==> src/rtl/quad_speed_counter.sv <==
// quad_speed_counter: 4x quadrature decoder for one odometer wheel.
// Accumulates the signed edge count over a fixed window of WINDOW_CYCLES clocks and
// publishes it as a saturating 16-bit two's-complement speed word with a valid pulse.
module quad_speed_counter #(
    parameter int unsigned WINDOW_CYCLES = 50000,
    parameter bit          INVERT_DIR    = 1'b0
) (
    input  logic        theClock,
    input  logic        theReset_n,
    input  logic        enc_a,
    input  logic        enc_b,
    input  logic        clear,
    output logic [15:0] speed,
    output logic        speed_valid,
    output logic        sat,
    output logic        err
);

    localparam int unsigned WcntW = $clog2(WINDOW_CYCLES);
    localparam logic [WcntW-1:0] WcntLast = WcntW'(WINDOW_CYCLES - 1);

    // Two-bit step codes: +1, -1 and none.
    localparam logic [1:0] StepNone = 2'b00;
    localparam logic [1:0] StepFwd  = 2'b01;
    localparam logic [1:0] StepRev  = 2'b11;

    // Synchronisers and decode history
    logic       a_meta_q, a_sync_q;
    logic       b_meta_q, b_sync_q;
    logic [1:0] ab_prev_q;
    logic [1:0] ab_cur;

    // Decode results
    logic [1:0] phase_diff;
    logic [1:0] step_raw;
    logic [1:0] step;
    logic       illegal;

    // Accumulation datapath
    logic [16:0] sum;
    logic        clamp;
    logic [15:0] acc_sum;
    logic        terminal;

    // Window state
    logic [15:0]      acc_q, acc_d;
    logic             sat_w_q, sat_w_d;
    logic [WcntW-1:0] wcnt_q, wcnt_d;
    logic [15:0]      speed_q, speed_d;
    logic             valid_q, valid_d;
    logic             sat_q, sat_d;
    logic             err_q, err_d;

    // Position of a Gray-coded {A,B} pair along the forward sequence 00,10,11,01.
    function automatic logic [1:0] phase_of(input logic [1:0] ab);
        logic [1:0] ph;
        case (ab)
            2'b00:   ph = 2'd0;
            2'b10:   ph = 2'd1;
            2'b11:   ph = 2'd2;
            default: ph = 2'd3;
        endcase
        return ph;
    endfunction

    // Double-flop each pin into theClock; keep the previous synced pair as decode history.
    always_ff @(posedge theClock or negedge theReset_n) begin
        if (!theReset_n) begin
            a_meta_q  <= 1'b0;
            a_sync_q  <= 1'b0;
            b_meta_q  <= 1'b0;
            b_sync_q  <= 1'b0;
            ab_prev_q <= 2'b00;
        end else begin
            a_meta_q  <= enc_a;
            a_sync_q  <= a_meta_q;
            b_meta_q  <= enc_b;
            b_sync_q  <= b_meta_q;
            // History keeps tracking during clear so its release cannot fake a step.
            ab_prev_q <= ab_cur;
        end
    end

    assign ab_cur = {a_sync_q, b_sync_q};

    // Decode prev->cur into a +1/-1/0 step; a jump of two phases is illegal.
    always_comb begin
        step_raw   = StepNone;
        illegal    = 1'b0;
        phase_diff = phase_of(ab_cur) - phase_of(ab_prev_q);
        case (phase_diff)
            2'd1:    step_raw = StepFwd;
            2'd3:    step_raw = StepRev;
            2'd2:    illegal  = 1'b1;
            default: step_raw = StepNone;
        endcase
        step = INVERT_DIR ? (2'd0 - step_raw) : step_raw;
    end

    // Saturating add of the step into the accumulator; overflow shows as sum[16] != sum[15].
    always_comb begin
        sum      = {acc_q[15], acc_q} + {{15{step[1]}}, step};
        clamp    = sum[16] ^ sum[15];
        acc_sum  = sum[15:0];
        if (clamp) begin
            acc_sum = sum[16] ? 16'h8000 : 16'h7FFF;
        end
        terminal = (wcnt_q == WcntLast);
    end

    // Window sequencing: accumulate, close the window on the terminal cycle, clear wins.
    always_comb begin
        acc_d   = acc_q;
        sat_w_d = sat_w_q;
        wcnt_d  = wcnt_q;
        speed_d = speed_q;
        valid_d = 1'b0;
        sat_d   = sat_q;
        err_d   = err_q | illegal;

        if (clear) begin
            acc_d   = '0;
            sat_w_d = 1'b0;
            wcnt_d  = '0;
            speed_d = '0;
            sat_d   = 1'b0;
            err_d   = 1'b0;
        end else if (terminal) begin
            // The terminal-cycle step belongs to the window being closed.
            speed_d = acc_sum;
            sat_d   = sat_w_q | clamp;
            valid_d = 1'b1;
            acc_d   = '0;
            sat_w_d = 1'b0;
            wcnt_d  = '0;
        end else begin
            acc_d   = acc_sum;
            sat_w_d = sat_w_q | clamp;
            wcnt_d  = wcnt_q + 1'b1;
        end
    end

    // Window and output state register.
    always_ff @(posedge theClock or negedge theReset_n) begin
        if (!theReset_n) begin
            acc_q   <= '0;
            sat_w_q <= 1'b0;
            wcnt_q  <= '0;
            speed_q <= '0;
            valid_q <= 1'b0;
            sat_q   <= 1'b0;
            err_q   <= 1'b0;
        end else begin
            acc_q   <= acc_d;
            sat_w_q <= sat_w_d;
            wcnt_q  <= wcnt_d;
            speed_q <= speed_d;
            valid_q <= valid_d;
            sat_q   <= sat_d;
            err_q   <= err_d;
        end
    end

    assign speed       = speed_q;
    assign speed_valid = valid_q;
    assign sat         = sat_q;
    assign err         = err_q;

endmodule

==> config.mk <==
export PLATFORM = sky130hd
export DESIGN_NAME = quad_speed_counter
export DESIGN_NICKNAME = d
export VERILOG_FILES = /design/src/rtl/quad_speed_counter.sv
export SDC_FILE = /design/constraint.sdc
export NUM_CORES = 1
export LEC_CHECK = 0
export ABC_AREA = 1
export CAP_MARGIN = 20
export CORE_ASPECT_RATIO = 0.75
export CORE_MARGIN = 2
export CORE_UTILIZATION = 65
export CTS_CLUSTER_SIZE = 24
export DETAILED_ROUTE_END_ITERATION = 16
export DONT_BUFFER_PORTS = 1
export GPL_ROUTABILITY_DRIVEN = 0
export PLACE_DENSITY = 0.81
export SLEW_MARGIN = 20
export SYNTH_ARGS = -nofsm -noshare
export SYNTH_HDL_FRONTEND = slang
export SYNTH_SLANG_ARGS = --single-unit
==> constraint.sdc <==
create_clock -name theClock -period 7.7 [get_ports theClock]
set_clock_uncertainty 0.15 [all_clocks]
set_input_delay 1.54 -clock theClock [delete_from_list [all_inputs] [get_ports theClock]]
set_output_delay 1.54 -clock theClock [all_outputs]
set_load 0.1 [all_outputs]
==> results.py, run 1 <==
metrics = {
    "routing": {
        "num_vias": 3006,
        "wl_per_cell_um": 14.11,
        "drt_iter0_markers": 221,
        "drt-vias-per-instance": 5.536,
        "drc": 0,
        "firstDrtPassIters": 5,
        "ant_nets": 0,
        "wl_mm": 7.661,
    },
    "synth": {
        "synth_compound_area_share_pct": 6.118,
        "synth_top_family_by_area": "simple AND/OR/NAND/NOR gates",
        "ys_warn_count": 0,
        "synth-seq-cells": 58,
        "synthMuxAreaShare_pct": 0,
        "syn_inst": 463,
        "ys_seq_area_share_pct": 39.64,
        "synth.distinct_cells": 34,
        "post_synth.cell_area_avg_um2": 7.907,
        "synth-simple-area-share_pct": 38.69,
        "synth_xor_area_share_pct": 4.135,
        "synth_fa_ha_area_share_pct": 3.759,
        "postSynthNetCount": 479,
        "syn_area_um2": 3661,
    },
    "timing": {
        "worst_pin_slew_ps": 960.1,
        "max_freq_ghz": 0.2349,
        "tns_ps": 0,
        "slew_headroom_pct": 35.84,
        "rsz0062_at_grt": "no",
        "fin_crit_ps": 4257,
        "finalHoldViolations": 0,
        "drv_slew": 0,
        "period_share_pct": 55.29,
        "finalSetupViolations": 0,
    },
    "power": {
        "power_density_nw_per_um2": 336.5,
        "peakVddDrop_uv": 186.5,
        "power.leakage_nw": 2.001,
    },
    "floorplanning": {
        "die_w_um": 90.66,
        "die_y_um": 69.00,
        "start_util_pct": 68.03,
        "ios": 24,
        "dieArea_um2": 6255,
        "core.rowCount": 23,
        "coreArea_um2": 5381,
    },
    "clock_network": {
        "tritoncts": "built",
        "cts_buffers": 9,
        "h-tree-depth": 3,
        "clock_path_buffers": 2,
        "insertion_delay_ps": 340,
        "clk_transition_reported_paths_ps": 60,
        "holdBufCountCts": 0,
        "clock-sinks": 58,
        "ctsResizeCount": 0,
        "cts_setup_buffers": 0,
        "root_buffer": "clkbuf_8",
    },
    "setup_path": {
        "crit_slowest_cell": "nand2_1",
        "critPathCaptureType": "register",
        "r2r_cells": 19,
        "r2r_end": "sat_w_q$_DFF_PN0_",
        "crit_required_ps": 7780,
        "r2r_start": "a_sync_q$_DFF_PN0_",
        "r2r_slack_ps": 3440,
        "cp.arrival_ps": 4340,
        "path_class": "reg -> reg",
        "slowest_delay_ps": 700,
        "path_cells": "inv_1, ha_1, ha_1, inv_2, nand3_4, inv_2, ha_1, inv_1, o21bai_1, nand2_1, nand2_1, nor2_2, nand2_1, nand2_1, nand2_1, nand2_1, nand3b_1, nand2_1, inv_1",
        "startpoint_type": "register",
        "cp_common_cell": "nand2_1",
        "path_max_fanout": 31,
    },
    "global_route": {
        "grt_start_max_net_pins": 59,
        "grt_util_all_layers_pct": 26.71,
        "grt_pass1_vias": 2773,
        "grt_pass1_wl_mm": 12.93,
        "grt_remaining_overflow": 0,
        "antenna_found_initial": 0,
    },
    "min_path": {
        "whs_endpoint": "a_sync_q$_DFF_PN0_",
        "whs_path_depth": 0,
        "worstHoldStart": "a_meta_q$_DFF_PN0_",
        "min_path_type": "reg -> reg",
    },
    "final_layout": {
        "n_antenna_cell": 0,
        "drive_gt1_share_pct": 16.24,
        "syn_to_final_growth_pct": 6.665,
        "layout.nets": 480,
        "instances_no_fill": 543,
    },
    "place": {
        "hpwl_mm": 5.512,
        "placed_cells_incl_taps": 528,
        "port_buffers": 0,
    },
    "status": {
        "status": "complete, no violations",
    },
    "flow_run": {
        "cap_violations": 0,
    },
}
## metal layers
metal	GRT usage (%)	up-vias	wire, um
met5	0	-	0
met4	10.96	0	174
li1	-	1476	-
met3	8.370	24	547
met1	35.32	1394	3519
met2	41.51	112	3421
## stage by stage
| stage | worst slack (ps) | hold slack (ps) | power [mW] | area, um^2 | util (%) |
|---|---|---|---|---|---|
| 3_5_place_dp | 3493 | 195.9 | 0.9990 | 3687 | 68.52 |
| 6_report | 3443 | 205.0 | 1.314 | 3905 | 72.56 |
| 3_3_place_gp | 3692 | 189.3 | 0.9839 | 3687 | 68.52 |
| 5_1_grt | 3032 | 219.8 | 1.409 | 3905 | 72.56 |
| 2_1_floorplan | 4554 | 181.2 | 0.9288 | 3661 | - |
| 4_1_cts | 3442 | 210.8 | 1.314 | 3905 | 72.56 |
## logic make-up (layout without fill, tap and decap cells)
logic type,after synthesis,in the layout
DFF,58,58
buffers and inverters,64,69
and+or+nand+nor,281,281
adders and majority gates,11,11
xor gates and xnor gates,13,13
AOI/OAI and AO/OA,36,36
## worst max-delay path: cells and delay by family (launching register included)
family	cells	cell delay, ps
AOI/OAI and AO/OA	1	110
adders and majority gates	3	930
buffers and inverters	5	760
DFF	1	360
and+or+nand+nor	10	1840
## layout by cell type (no fill, tap or decap), types with 2 or more instances in the layout
cell	count
nand2_4	19
buf_4	2
nand4_1	2
nand3_1	40
nand3b_1	3
dfrtp_1	58
clkbuf_8	10
nor2_1	43
nor3_1	8
nor2_4	4
nor2_2	8
nand3_2	2
ha_1	11
nor4_1	3
a21oi_1	13
xor2_4	2
inv_2	2
o41ai_1	7
o21ai_0	10
a211oi_1	2
nand2_1	126
xnor2_1	5
inv_1	50
nand2_2	20
bufinv_16	2
xor2_1	6
## power breakdown
group,internal (mW),total [mW],switching (mW)
combinational,0.205,0.610,0.404
clock,0.190,0.315,0.125
sequential,0.342,0.389,0.0473
## final cells by class
cell class / count / area [um^2]
multi-input combinational: 341 / 1932
fill: 436 / 1476
sequential: 58 / 1451
inverter: 52 / 195.2
clock buffer: 11 / 141.4
tap: 75 / 93.84
clock inverter: 4 / 76.32
timing repair buffer: 2 / 15.01
## cells in the mapped netlist
cell type | n | area (um^2)
nand2_4 | 19 | 214.0
ha_1 | 11 | 137.6
o41ai_1 | 7 | 61.31
nor2_4 | 4 | 45.04
nor2_2 | 7 | 43.79
dfrtp_1 | 58 | 1451
nand3_2 | 2 | 20.02
nor2_1 | 44 | 165.2
buf_2 | 3 | 15.01
nand2_1 | 126 | 473.0
xor2_4 | 2 | 55.05
a211oi_1 | 2 | 15.01
xnor2_1 | 5 | 43.79
nor3_1 | 8 | 40.04
xor2_1 | 6 | 52.55
nor4_2 | 1 | 12.51
nand4_1 | 2 | 12.51
o21ai_0 | 10 | 50.05
o21bai_1 | 1 | 7.510
nor4_1 | 3 | 18.77
nand3_1 | 40 | 200.2
o21ai_1 | 1 | 5.000
clkbuf_1 | 6 | 22.52
buf_4 | 1 | 7.510
a21oi_1 | 13 | 65.06
inv_2 | 2 | 7.510
nand3b_1 | 3 | 22.52
o21bai_2 | 1 | 11.26
buf_12 | 2 | 40.04
nand2_2 | 20 | 125.1
a22o_1 | 1 | 8.760
inv_1 | 50 | 187.7
and3_1 | 1 | 6.260
nand3_4 | 1 | 17.52
## state kept, by name, indices dropped and copies added (netlist names), 2 cells and up
| signal | flops |
|---|---|
| acc_q | 16 |
| speed | 16 |
| wcnt_q | 16 |
| ab_prev_q | 2 |
## worst max-delay path by stage
| stage | from | endpoint |
|---|---|---|
| finish | a_sync_q$_DFF_PN0_ | sat_w_q$_DFF_PN0_ |
| global placement | a_sync_q$_DFF_PN0_ | sat$_DFFE_PN0P_ |
| CTS | a_sync_q$_DFF_PN0_ | sat_w_q$_DFF_PN0_ |
| floorplan | a_sync_q$_DFF_PN0_ | speed[7]$_DFFE_PN0P_ |
| detailed placement | a_sync_q$_DFF_PN0_ | sat$_DFFE_PN0P_ |
| global route | a_sync_q$_DFF_PN0_ | sat_w_q$_DFF_PN0_ |
Power figures use the tool's default switching activity.
==> inputs of run 2 (changes only) <==
- CORE_UTILIZATION: 65 -> 64
- PLACE_DENSITY: 0.81 -> 0.8
- clock period: 7.7 -> 4.12 ns (I/O delays scaled with it)
==> results.py, run 2 (synthesis results as in run 1) <==
metrics = {
    "timing": {
        "worst_pin_slew_ps": 930.5,
        "tns_ps": 0,
        "finalHoldViolations": 0,
        "drv_slew": 0,
        "slew_headroom_pct": 37.97,
        "period_share_pct": 89.90,
        "rsz0062_at_grt": "no",
        "fin_ws_ps": 416.2,
        "finalSetupViolations": 0,
        "fin_crit_ps": 3704,
        "max_freq_ghz": 0.2700,
    },
    "routing": {
        "firstDrtPassIters": 4,
        "drc": 0,
        "drt_iter0_markers": 212,
        "ant_nets": 0,
        "wl_mm": 7.914,
        "num_vias": 3022,
        "drt-vias-per-instance": 5.545,
        "wl_per_cell_um": 14.52,
    },
    "min_path": {
        "min_path_type": "in -> async",
    },
    "setup_path": {
        "crit_required_ps": 4240,
        "r2r_end": "acc_q[3]$_DFF_PN0_",
        "path_max_fanout": 20,
        "critPathCaptureType": "register",
        "cp.arrival_ps": 3820,
        "r2r_cells": 26,
        "r2r_slack_ps": 420,
        "path_class": "reg -> reg",
        "startpoint_type": "register",
        "r2r_start": "a_sync_q$_DFF_PN0_",
    },
    "clock_network": {
        "holdBufCountCts": 0,
        "clock-sinks": 58,
        "tritoncts": "built",
        "cts_buffers": 9,
        "insertion_delay_ps": 350,
        "clock_path_buffers": 2,
        "cts_setup_buffers": 0,
        "root_buffer": "clkbuf_8",
        "clk_transition_reported_paths_ps": 70,
        "ctsResizeCount": 0,
        "h-tree-depth": 3,
    },
    "global_route": {
        "grt_util_all_layers_pct": 27.23,
        "grt_pass1_wl_mm": 13.71,
        "antenna_found_initial": 0,
        "grt_pass1_vias": 2977,
        "grt_start_max_net_pins": 59,
        "grt_remaining_overflow": 0,
    },
    "final_layout": {
        "syn_to_final_growth_pct": 6.288,
        "stdcell_area_um2": 3891,
        "final_cell_mix": "126 x nand2_1, 58 x dfrtp_1, 50 x inv_1",
        "layout.nets": 481,
        "multiInputGateArea_um2": 1937,
        "post-route-util_pct": 71.54,
        "regArea_um2": 1451,
        "drive_gt1_share_pct": 16.81,
        "layout_commonest_cell": "nand2_1",
        "fillCellCount": 416,
        "instances_no_fill": 545,
        "n_antenna_cell": 0,
    },
    "place": {
        "placed_cells_incl_taps": 529,
        "port_buffers": 0,
        "placed_area_um2": 3707,
        "place_ws_ps": 458.4,
        "hpwl_mm": 5.761,
    },
    "status": {
        "status": "complete, no violations",
    },
    "floorplanning": {
        "die_w_um": 91.34,
        "coreArea_um2": 5439,
        "start_util_pct": 67.31,
        "dieArea_um2": 6348,
        "core.rowCount": 23,
        "die_y_um": 69.50,
        "ios": 24,
    },
    "power": {
        "power_density_nw_per_um2": 616.8,
        "peakVddDrop_uv": 406.1,
        "power.leakage_nw": 1.993,
    },
    "flow_run": {
        "cap_violations": 0,
    },
}
==> run 2: cell types whose count changed in the layout (fill, tap and decap cells not counted), sizes merged <==
cell and delta:
clkbuf -2, clkinv +3, buf +1, clkinvlp +1, bufinv -2, inv +1
==> run 2: cell type report <==
type / instances / area share (%)
Sequential cell: 58 / 37.30
Clock buffer: 9 / 3.183
Timing Repair Buffer: 3 / 0.9003
Inverter: 52 / 5.016
Multi-Input combinational cell: 341 / 49.78
Clock inverter: 7 / 1.415
Tap cell: 75 / 2.412
==> run 2: worst max-delay path by stage <==
stage,from,endpoint
2_1_floorplan,a_sync_q$_DFF_PN0_,speed[7]$_DFFE_PN0P_
3_3_place_gp,a_sync_q$_DFF_PN0_,acc_q[13]$_DFF_PN0_
3_5_place_dp,a_sync_q$_DFF_PN0_,speed[5]$_DFFE_PN0P_
4_1_cts,a_sync_q$_DFF_PN0_,acc_q[3]$_DFF_PN0_
5_1_grt,a_sync_q$_DFF_PN0_,acc_q[3]$_DFF_PN0_
6_report,a_sync_q$_DFF_PN0_,acc_q[3]$_DFF_PN0_
==> run 2: power breakdown <==
group / internal [mW] / leakage, nW / switching (mW)
registers: 0.639 / 0.778 / 0.0903
clock network: 0.221 / 0.0858 / 0.255
logic: 0.414 / 1.13 / 0.780
==> run 2: metal layers <==
metal	vias up	track usage, %	wire, um
li1	1478	-	-
met1	1430	36.18	3627
met2	102	43.70	3709
met3	12	6.413	453
met4	0	10.10	123
met5	-	0	0
==> run 2: worst max-delay path, stage by stage (launching register included) <==
cell	delay [ps]
dfrtp_1	380
inv_1	60
ha_1	300
ha_1	250
inv_1	90
nand2_1	70
nand2_1	80
nand2_1	60
nand2_2	150
nand3_1	180
nand2_1	110
inv_1	50
ha_1	190
inv_1	50
nand2_1	90
nand3_2	100
nand2_2	80
nand2_2	100
nand2_2	60
nand2_2	100
nand2_1	80
nand2_1	70
nand2_1	60
nand2_1	340
buf_12	210
nand2_1	70
nor2_1	90
==> run 2: metrics by stage <==
step	power (mW)	hold WS, ps
6_report	2.400	18.02
4_1_cts	2.398	9.942
3_3_place_gp	1.886	185.4
5_1_grt	2.571	3.415
2_1_floorplan	1.736	181.2
3_5_place_dp	1.922	188.7
==> inputs of run 3 (changes only) <==
- SLEW_MARGIN: 20 -> 40
==> results.py, run 3 (synthesis results as in run 1) <==
metrics = {
    "status": {
        "status": "complete, no violations",
    },
    "setup_path": {
        "r2r_slack_ps": 410,
        "cp.arrival_ps": 3840,
        "path_max_fanout": 20,
        "r2r_cells": 26,
        "r2r_start": "a_sync_q$_DFF_PN0_",
        "r2r_end": "speed[5]$_DFFE_PN0P_",
        "path_class": "reg -> reg",
        "crit_required_ps": 4250,
        "startpoint_type": "register",
        "critPathCaptureType": "register",
    },
    "routing": {
        "drt-vias-per-instance": 5.495,
        "firstDrtPassIters": 5,
        "wl_mm": 7.869,
        "drt_iter0_markers": 252,
        "drc": 0,
        "wl_per_cell_um": 14.44,
        "ant_nets": 0,
        "num_vias": 2995,
    },
    "final_layout": {
        "fillCellCount": 406,
        "syn_to_final_growth_pct": 7.519,
        "layout_commonest_cell": "nand2_1",
        "layout.nets": 481,
        "instances_no_fill": 545,
        "drive_gt1_share_pct": 20.64,
        "final_cell_mix": "126 x nand2_1, 50 x inv_1, 43 x nor2_1",
        "n_antenna_cell": 0,
    },
    "clock_network": {
        "clock_path_buffers": 2,
        "h-tree-depth": 3,
        "root_buffer": "clkbuf_8",
        "insertion_delay_ps": 350,
        "holdBufCountCts": 0,
        "ctsResizeCount": 0,
        "cts_buffers": 9,
        "cts_setup_buffers": 0,
        "tritoncts": "built",
        "clock-sinks": 58,
        "clk_transition_reported_paths_ps": 80,
    },
    "timing": {
        "drv_slew": 0,
        "period_share_pct": 89.98,
        "tns_ps": 0,
        "fin_crit_ps": 3707,
        "rsz0062_at_grt": "no",
        "max_freq_ghz": 0.2698,
        "worst_pin_slew_ps": 858.7,
        "finalSetupViolations": 0,
        "finalHoldViolations": 0,
        "slew_headroom_pct": 42.80,
    },
    "floorplanning": {
        "ios": 24,
        "core.rowCount": 23,
        "start_util_pct": 67.31,
        "die_w_um": 91.34,
        "coreArea_um2": 5439,
        "die_y_um": 69.50,
        "dieArea_um2": 6348,
    },
    "global_route": {
        "grt_util_all_layers_pct": 27.23,
        "antenna_found_initial": 0,
        "grt_remaining_overflow": 0,
        "grt_start_max_net_pins": 59,
        "grt_pass1_vias": 2941,
        "grt_pass1_wl_mm": 13.74,
    },
    "place": {
        "port_buffers": 0,
        "hpwl_mm": 5.748,
        "placed_cells_incl_taps": 529,
    },
    "min_path": {
        "min_path_type": "in -> async",
    },
    "power": {
        "peakVddDrop_uv": 335.5,
        "power.leakage_nw": 1.977,
        "power_density_nw_per_um2": 624.9,
    },
    "flow_run": {
        "cap_violations": 0,
    },
}
## run 3: cell count changes in the layout (fill, tap and decap cells not counted), sizes merged
| cell | change |
|---|---|
| bufinv | +1 |
| clkinvlp | -1 |
| inv | +1 |
| clkinv | -1 |
## run 3: per-stage QoR
| step | setup WS, ps | util, % | power, mW | cell area [um^2] | hold slack, ps |
|---|---|---|---|---|---|
| after global routing | 24.43 | 72.37 | 2.637 | 3936 | 5.537 |
| after CTS | 453.6 | 72.07 | 2.460 | 3920 | 9.236 |
| after global placement | 629.9 | 68.16 | 1.886 | 3707 | 185.4 |
| final | 413.0 | 72.37 | 2.460 | 3936 | 20.31 |
| after detailed placement | 491.1 | 68.37 | 1.914 | 3719 | 187.2 |
| after floorplan | 973.8 | - | 1.736 | 3661 | 181.2 |
## run 3: worst max path at each step
stage,from,to,slack [ps],cells past startpoint
after floorplan,a_sync_q$_DFF_PN0_,speed[7]$_DFFE_PN0P_,970,21
after global placement,a_sync_q$_DFF_PN0_,acc_q[13]$_DFF_PN0_,630,26
after detailed placement,a_sync_q$_DFF_PN0_,speed[5]$_DFFE_PN0P_,490,26
after CTS,a_sync_q$_DFF_PN0_,speed[5]$_DFFE_PN0P_,450,26
after global routing,a_sync_q$_DFF_PN0_,speed[4]$_DFFE_PN0P_,20,26
final,a_sync_q$_DFF_PN0_,speed[5]$_DFFE_PN0P_,410,26
## run 3: area by class of cell
type,instances,area (um^2),area share (%)
clock inverter,7,77.57,1.971
tap,75,93.84,2.384
inverter,52,195.2,4.959
timing repair buffer,3,35.03,0.8900
clock buffer,9,123.9,3.147
multi-input combinational,341,1937,49.21
sequential,58,1474,37.44
## run 3: routing by layer
layer	global-route usage [%]	up-vias	routed length (um)	part of all wire (%)
met4	9.259	0	96	1.2
met2	42.06	92	3689	47
met1	37.75	1416	3664	47
met5	0	-	0	0
met3	6.739	11	419	5.3
li1	-	1476	-	-
## run 3: worst max-delay path, stage by stage, from the launching register on
cell and delay [ps]:
dfrtp_1 380, inv_1 60, ha_1 290, ha_1 250, inv_1 90, nand2_1 80
nand2_1 90, nand2_1 70, nand2_2 150, nand3_1 180, nand2_1 110, inv_1 50
ha_1 180, inv_1 50, nand2_1 80, nand3_2 110, nand2_2 80, nand2_2 90
nand2_2 60, nand2_2 100, nand2_1 80, nand2_1 70, nand2_1 60, nand2_1 340
buf_12 210, nand3_1 100, nand2_1 80
## run 3: where the power goes
group	switching (mW)	internal, mW	total [mW]
Combinational	0.771	0.414	1.18
Sequential	0.0906	0.639	0.730
Clock	0.261	0.284	0.545
